===== src/rtl/uart_arb_pkg.sv =====
// uart_arb_pkg: definitions shared by the UART transmitter arbiter files.
//   state_t  - arbiter FSM encoding (2-bit)
//   grant_w  - width of a requester index for a given requester count
package uart_arb_pkg;

    typedef enum logic [1:0] {
        ST_IDLE  = 2'd0,
        ST_START = 2'd1,
        ST_WAIT  = 2'd2
    } state_t;

    function automatic int grant_w(input int nreq);
        return (nreq > 1) ? $clog2(nreq) : 1;
    endfunction

endpackage


===== src/rtl/uart_tx_arbiter_rr_picker.sv =====
// rr_picker: combinational round-robin search.
// Returns the first set bit of mask, starting at ptr and wrapping modulo NREQ.
//   mask   in  NREQ  candidate requests
//   ptr    in  GW    index where the search starts
//   winner out GW    index of the first candidate found (0 when none)
//   valid  out 1     at least one candidate present
module rr_picker
    import uart_arb_pkg::*;
#(
    parameter int NREQ = 4,
    parameter int GW   = grant_w(NREQ)
) (
    input  logic [NREQ-1:0] mask,
    input  logic [GW-1:0]   ptr,
    output logic [GW-1:0]   winner,
    output logic            valid
);

    always_comb begin
        int idx;
        winner = '0;
        valid  = 1'b0;
        for (int k = 0; k < NREQ; k++) begin
            idx = (int'(ptr) + k) % NREQ;
            if (!valid && mask[idx[GW-1:0]]) begin
                valid  = 1'b1;
                winner = idx[GW-1:0];
            end
        end
    end

endmodule


===== src/rtl/uart_tx_arbiter.sv =====
// uart_tx_arbiter: round-robin sharing of one UART transmitter between NREQ
// byte sources, with packet locking.
// Optional watchdog in WAIT: define UART_ARB_TIMEOUT_EN.
//
// state  | meaning
// IDLE   | arbitrate; capture the winner's byte
// START  | ack + tx_start pulse to the transmitter
// WAIT   | wait for tx_done_tick (or watchdog expiry)
//
// Ports:
//   clk, rst_n      clock, async active-low reset
//   req/req_data/req_last  per-requester byte handshake inputs
//   ack             one-cycle capture pulse per requester
//   tx_start/tx_din start pulse and byte to the transmitter
//   tx_done_tick    transmitter finished the byte
//   busy            high in START and WAIT
//   grant_id        last granted requester
//   locked          packet in progress
//   timeout_err     one-cycle watchdog pulse (always 0 without the macro)
module uart_tx_arbiter
    import uart_arb_pkg::*;
#(
    parameter int NREQ        = 4,
    parameter int DBIT        = 8,
    parameter int TIMEOUT_CYC = 65536
) (
    input  logic                       clk,
    input  logic                       rst_n,
    input  logic [NREQ-1:0]            req,
    input  logic [NREQ*DBIT-1:0]       req_data,
    input  logic [NREQ-1:0]            req_last,
    output logic [NREQ-1:0]            ack,
    output logic                       tx_start,
    output logic [DBIT-1:0]            tx_din,
    input  logic                       tx_done_tick,
    output logic                       busy,
    output logic [grant_w(NREQ)-1:0]   grant_id,
    output logic                       locked,
    output logic                       timeout_err
);

    localparam int GW = grant_w(NREQ);

    if (NREQ < 2 || NREQ > 16 || TIMEOUT_CYC < 1) begin : g_bad_param
        $error("uart_tx_arbiter: parameter out of range");
    end

    state_t          state;
    logic [GW-1:0]   ptr;
    logic            last_q;
    logic            abandon;
    logic [NREQ-1:0] cand_mask;
    logic [GW-1:0]   pick_ptr;
    logic [GW-1:0]   pick_id;
    logic            pick_valid;

`ifdef UART_ARB_TIMEOUT_EN
    localparam int TW = (TIMEOUT_CYC > 1) ? $clog2(TIMEOUT_CYC) : 1;
    logic [TW-1:0] wd_cnt;
`endif

    function automatic logic [GW-1:0] next_idx(input logic [GW-1:0] i);
        return (int'(i) == NREQ - 1) ? '0 : i + GW'(1);
    endfunction

    // A lock whose owner withdrew its request is dropped in the same IDLE
    // cycle; the search then restarts just past the abandoned requester.
    always_comb begin
        abandon   = (state == ST_IDLE) && locked && !req[grant_id];
        cand_mask = req;
        pick_ptr  = ptr;
        if (abandon)
            pick_ptr = next_idx(grant_id);
        else if (locked)
            cand_mask = req & (NREQ'(1) << grant_id);
    end

    rr_picker #(.NREQ(NREQ), .GW(GW)) u_pick (
        .mask   (cand_mask),
        .ptr    (pick_ptr),
        .winner (pick_id),
        .valid  (pick_valid)
    );

    always_ff @(posedge clk or negedge rst_n) begin
        if (!rst_n) begin
            state       <= ST_IDLE;
            ptr         <= '0;
            last_q      <= 1'b0;
            ack         <= '0;
            tx_start    <= 1'b0;
            tx_din      <= '0;
            busy        <= 1'b0;
            grant_id    <= '0;
            locked      <= 1'b0;
            timeout_err <= 1'b0;
`ifdef UART_ARB_TIMEOUT_EN
            wd_cnt      <= '0;
`endif
        end else begin
            ack         <= '0;
            tx_start    <= 1'b0;
            timeout_err <= 1'b0;
            case (state)
                ST_IDLE: begin
                    if (abandon) begin
                        locked <= 1'b0;
                        ptr    <= next_idx(grant_id);
                    end
                    if (pick_valid) begin
                        tx_din   <= req_data[pick_id*DBIT +: DBIT];
                        grant_id <= pick_id;
                        last_q   <= req_last[pick_id];
                        locked   <= !req_last[pick_id];
                        ack      <= NREQ'(1) << pick_id;
                        tx_start <= 1'b1;
                        busy     <= 1'b1;
                        state    <= ST_START;
                    end
                end
                ST_START: begin
                    state <= ST_WAIT;
`ifdef UART_ARB_TIMEOUT_EN
                    wd_cnt <= TW'(TIMEOUT_CYC - 1);
`endif
                end
                ST_WAIT: begin
                    // done takes priority over a simultaneous watchdog expiry
                    if (tx_done_tick) begin
                        state <= ST_IDLE;
                        busy  <= 1'b0;
                        if (last_q) begin
                            locked <= 1'b0;
                            ptr    <= next_idx(grant_id);
                        end
                    end
`ifdef UART_ARB_TIMEOUT_EN
                    else if (wd_cnt == '0) begin
                        state       <= ST_IDLE;
                        busy        <= 1'b0;
                        timeout_err <= 1'b1;
                        locked      <= 1'b0;
                        ptr         <= next_idx(grant_id);
                    end else begin
                        wd_cnt <= wd_cnt - TW'(1);
                    end
`endif
                end
                default: state <= ST_IDLE;
            endcase
        end
    end

endmodule


===== config.mk =====
export PLATFORM = sky130hd
export DESIGN_NAME = uart_tx_arbiter
export DESIGN_NICKNAME = d
export VERILOG_FILES = /design/src/rtl/uart_arb_pkg.sv /design/src/rtl/uart_tx_arbiter_rr_picker.sv /design/src/rtl/uart_tx_arbiter.sv
export SDC_FILE = /design/constraint.sdc
export NUM_CORES = 1
export LEC_CHECK = 0
export ABC_AREA = 1
export BUFFER_PORTS_ARGS = -buffer_cell sky130_fd_sc_hd__buf_2
export CAP_MARGIN = 0
export CELL_PAD_IN_SITES_DETAIL_PLACEMENT = 1
export CELL_PAD_IN_SITES_GLOBAL_PLACEMENT = 1
export CORE_MARGIN = 2
export CORE_UTILIZATION = 34
export DETAILED_ROUTE_END_ITERATION = 7
export GPL_ROUTABILITY_DRIVEN = 1
export PLACE_DENSITY = 0.77
export SYNTH_ARGS = -nofsm -noshare
export SYNTH_HDL_FRONTEND = slang
export SYNTH_SLANG_ARGS = --single-unit

===== constraint.sdc =====
create_clock -name clk -period 2.5 [get_ports clk]
set_input_delay 0.25 -clock clk [delete_from_list [all_inputs] [get_ports clk]]
set_output_delay 0.25 -clock clk [all_outputs]
set_load 0.05 [all_outputs]

======== Yosys cells after proc, flatten, opt, wreduce, memory -nomap -nowiden ========
Cells that the tools add are included.
Widths: inputs -> output; s select.
storage, ports and cells
  register bits ........................... 22
  bits in latches ......................... 0
  memory bits (writable) .................. 0
  ROM bits ................................ 0
  logic and storage cells ................. 89
  memories kept ........................... 0
operators by class
  add/sub/neg operators ................... 4
  multiply operators ...................... 0
  div/mod/pow operators ................... 0
  magnitude comparators ................... 6
  equal/unequal tests ..................... 7
  shifts and indexed selects .............. 3
  multiplexer cells ....................... 42
  bitwise operators ....................... 1
  reductions and logical operators ........ 17
operators by type and width
  cell                 number
  $shiftx 32x6->8      1
  $mux 2               10
  $lt 2x3->1 const B   6
  $mux 1               18
  $mux 4               4
  $bmux 1 s2           6
  $shl 1x2->4 const A  2
  $ne 2x2->1 const B   3
  $pmux 2 s3           1
  $reduce_and 3->1     2
  $logic_and 1x1->1    5
  $logic_not 1->1      5
  $add 2x1->2 const B  2
  $add 2x2->2 const B  2
  $and 4x4->4          1
  $eq 2x1->1 const B   2
  $pmux 1 s2           2
  $pmux 2 s2           1
  $reduce_and 2->1     2
  $reduce_and 4->1     1
  $ne 3x3->1 const B   1
  $eq 2x2->1 const B   1
  $logic_not 2->1      1
  $reduce_bool 2->1    1

======== Longest topological paths before layout ========
  depth after elaboration ................. 22
  gate-level depth with buffers ........... 20

======== Hierarchy ========
A second synthesis with hierarchy kept.
second synthesis, totals
  cells, all modules ...................... 236
  area total of the unflattened synthesis .. 1646.6 µm²
modules (own cells, without submodules)
  module           instances  cells each  area an instance (µm²)  sequential area each (µm²)
  uart_tx_arbiter  1          177         1327.5                  550.5
  rr_picker        1          59          319.1                   0.0

======== Least setup slack after synthesis ========
OpenSTA, ideal clock, no wires.
  path kind ............................... reg2reg
  start point ............................. register grant_id[1]
  end point ............................... register tx_din[0]
  setup time .............................. 130 ps
  arrival ................................. 2483 ps
  slack ................................... -114 ps
  cell stages (with the launch flop) ...... 17
  clock period less this slack ............ 2614 ps
  path through ............................ dfrtp_1 > inv_1 > ha_1 > inv_1 > nand4_1 > nand2_2 > nand2_1 > nand2_1 > nand2_1 > nand2_2 > nand4_1 > nand2_1 > nand2_2 > buf_6 > or2_0 > nand3_1 > nand3_1
between the ends
  longest elaborated chain between the ends .. 18
RTL lines
  item                                                  RTL line                RTL
  from (decl)                                           uart_tx_arbiter.sv:37   output logic [grant_w(NREQ)-1:0] grant_id,
  from (signal assigned)                                uart_tx_arbiter.sv:112  grant_id <= pick_id;
  branches (longest 18 deep; another with $add 2x1->2)  --
  to (signal assigned)                                  uart_tx_arbiter.sv:111  tx_din <= req_data[pick_id*DBIT +: DBIT];
  to (decl)                                             uart_tx_arbiter.sv:34   output logic [DBIT-1:0] tx_din,
Several ways; the timed one is not identified. The select of a mux whose other input is x is not followed.
A chain may end at the register's enable or synchronous reset.

======== Worst setup path after layout ========
  start point ............................. register grant_id[0]
  end point ............................... register tx_din[3]
The elaborated chain is that of the path after synthesis.

==> results.txt <==
Peak Freq - 371 MHz
Kind of launch point of the worst setup path - register
Row count - 26
Total via count after detailed routing - 2,286
I/O pin count - 61
Violated checks - negative setup slack
Largest net degree at the start of global routing - 28
Synth Area in Simple Gates - 46.9%
Number of sinks driven by the clock tree - 22
Slack of the critical path - -0.197 ns
Yosys top cell area share - 29.8%
First-pass iteration count of the detailed router - 4
Required time at the worst-slack endpoint - 2.65 ns
Topmost layer with routed signal wires - met4
Post-synthesis instance area - 0.00185 sq mm
Top library cells by usage in the layout, fill and taps aside - sky130_fd_sc_hd__nand2_1, sky130_fd_sc_hd__buf_2, sky130_fd_sc_hd__inv_1, sky130_fd_sc_hd__nand3_1, sky130_fd_sc_hd__nand2_2
Average wire per cell in the routed design - 16.5 um
Fraction of the mapped netlist area in compound gates - 7.32%
Total inserted antenna cells - 0
Yosys cell types - 27
H-Tree Level Count - 1
Sum of overflow across all layers after global routing - 0
Total of flip-flops plus latches after synthesis - 22
Syn Area/Cell - 6.32 sq um
Number of antenna violations at the first check in global routing - 0
Met3 Wirelength - 265 um
Vertical die dimension - 77.7 um
Adder-cell area share of the yosys netlist - 2.71%
Global Route Usage Sum - 19.2%
Data arrival time at the worst-slack endpoint - 2.84 ns
First-pass GRT wire length - 9.61 mm
Final hold violation count - 0
Proportion of layout cells with a drive suffix above 1 - 43.5%
Crit share post-route - 108%
Final standard cell count with taps included and fillers excluded - 452
Routed wire length on met2 - 3.84 mm
Dominant cells by area after synthesis - sky130_fd_sc_hd__dfrtp_1, sky130_fd_sc_hd__nand2_1, sky130_fd_sc_hd__nand3_1
Floorplan die width - 77.7 um
Routed length on met1 - 3.12 mm
Post-synthesis cell count - 292
Number of global-route vias before repair - 2,186
Setup Skew - 0.0134 ns
Worst-Skew Late Latency - 0.27 ns
RSZ-0062 raised after global routing - yes
Combinational family with the most area after synthesis - simple AND/OR/NAND/NOR gates
Kind of path behind the tightest hold check - input pin to register
Status - finished with violations
CTS tree - built
Die ar. - 0.00603 sq mm
Wire length after detailed routing - 7.47 mm
Most common library cell in the layout ignoring fill and taps - sky130_fd_sc_hd__nand2_1
Buffer cell driving the clock tree root - sky130_fd_sc_hd__clkbuf_8
Starting DRC count in detailed routing - 73
Setup Total Neg Slack - -1.02 ns
XOR/XNOR share of the synthesized area - 0%
Area Growth Syn to Fin - 52.8%
Kind of critical path - register to register
Worst Path Max Fanout - 7
Sequential fraction of the synthesis area - 29.8%
Placer's final routability congestion estimate - 0.796
Remaining routing DRC violations - 0
Max cap viols - 0
Vias per Instance - 5.06
Total placed cells including tap cells - 432
Worst setup slack after placement - -0.0789 ns
Cell type with the largest total area after synthesis - sky130_fd_sc_hd__dfrtp_1
Final critical-path required period - 2.70 ns
Syn Nets - 339
Final count of pins violating max slew - 0
CTS buffer count - 3
Number of synthesis warnings - 0
Fraction of synthesized area in multiplexers - 0%
Number of failing setup endpoints in the final timing report - 12
Antenna Nets Post-Route - 0
Net count, final - 430
Hold_ws - 0.248 ns
Number of I/O port buffers - 59
Post-DP HPWL - 4.68 mm
Area of the core region - 0.00517 sq mm
Worst-path clk slew - 0.09 ns
Initial cell density of the core - 35.7%
CP endpoint kind - register
Number of buffers on the longest clock path - 2
[metal layers]
layer | global-route usage, % | vias to the layer above
met2 | 35.9 | 71
met5 | 0 | -
met4 | 2.32 | 0
li1 | - | 1097
met1 | 24.4 | 1094
met3 | 1.86 | 24
[stage by stage]
stage / utilization (%) / instance area, sq um
after floorplan: - / 1850
after global placement: 45.0 / 2330
after detailed placement: 45.0 / 2330
after CTS: 47.6 / 2460
after global routing: 54.5 / 2820
final: 54.5 / 2820
[path summary, 6_finish.rpt]
| check | slack [ns] | endpoint | depth (start not counted) | from |
|---|---|---|---|---|
| worst max register to register | -0.20 | tx_din[3] | 16 | grant_id[0] |
| worst min-delay path | 0.25 | tx_din[3] | 3 | req_data[11] |
| max in group asynchronous | 1.66 | grant_id[1] | 2 | rst_n |
| min in group asynchronous | 0.48 | last_q | 2 | rst_n |
| worst min register to register | 0.48 | busy | 2 | busy |
| worst max-delay path | -0.20 | tx_din[3] | 16 | grant_id[0] |
[sequential cells by signal (all words and copies together) (netlist names)]
| register | cells |
|---|---|
| ack | 4 |
| locked | 1 |
| tx_start | 1 |
| grant_id | 2 |
| last_q | 1 |
| state | 2 |
| busy | 1 |
| ptr | 2 |
| tx_din | 8 |
[Yosys cell counts, drive strengths merged]
cell type	number
o21a	3
o31ai	1
or2	4
o211ai	4
dfrtp	22
nand4	9
nand2	115
inv	45
a21oi	4
a31oi	1
nand3	40
conb	1
clkinv	1
nor2	20
buf	9
o21ai	9
ha	4
[worst max-delay path, stage by stage (launching register included)]
cell,delay (ns)
sky130_fd_sc_hd__dfrtp_2,0.49
sky130_fd_sc_hd__inv_4,0.12
sky130_fd_sc_hd__nand2_4,0.06
sky130_fd_sc_hd__nand3_4,0.13
sky130_fd_sc_hd__buf_6,0.11
sky130_fd_sc_hd__nand4_1,0.17
sky130_fd_sc_hd__nand2_4,0.19
sky130_fd_sc_hd__buf_4,0.14
sky130_fd_sc_hd__nand3_2,0.08
sky130_fd_sc_hd__nand2_2,0.12
sky130_fd_sc_hd__nand4_1,0.14
sky130_fd_sc_hd__nand2_2,0.12
sky130_fd_sc_hd__nand2_4,0.11
sky130_fd_sc_hd__buf_12,0.16
sky130_fd_sc_hd__or2_0,0.22
sky130_fd_sc_hd__nand3_1,0.11
sky130_fd_sc_hd__nand3_1,0.08
[final cells by class]
| class | count | area (sq um) |
|---|---|---|
| inverter | 46 | 175 |
| tap | 70 | 87.6 |
| timing repair buffer | 94 | 642 |
| fill | 694 | 2350 |
| multi-input combinational | 216 | 1320 |
| sequential | 22 | 553 |
| clock buffer | 4 | 45.0 |
[cells by family (layout without fill, tap and decap cells)]
kind of cell	count (synthesis)	after routing
and+or+nand+nor	188	189
buffers and inverters	55	144
AOI/OAI and AO/OA	22	22
DFF	22	22
adders and majority gates	4	4
other	1	1
[repair_timing]
item	CTS	global route
gates resized for setup	16	59
setup endpoints to repair	10	19
hold buffers	1	0
endpoints found under the hold margin	22	0
setup buffers	4	8
gates cloned	0	4
pin swaps	8	19
Power is not shown: default switching activity piles up to over one toggle a cycle in this logic, so the estimate is an artifact.
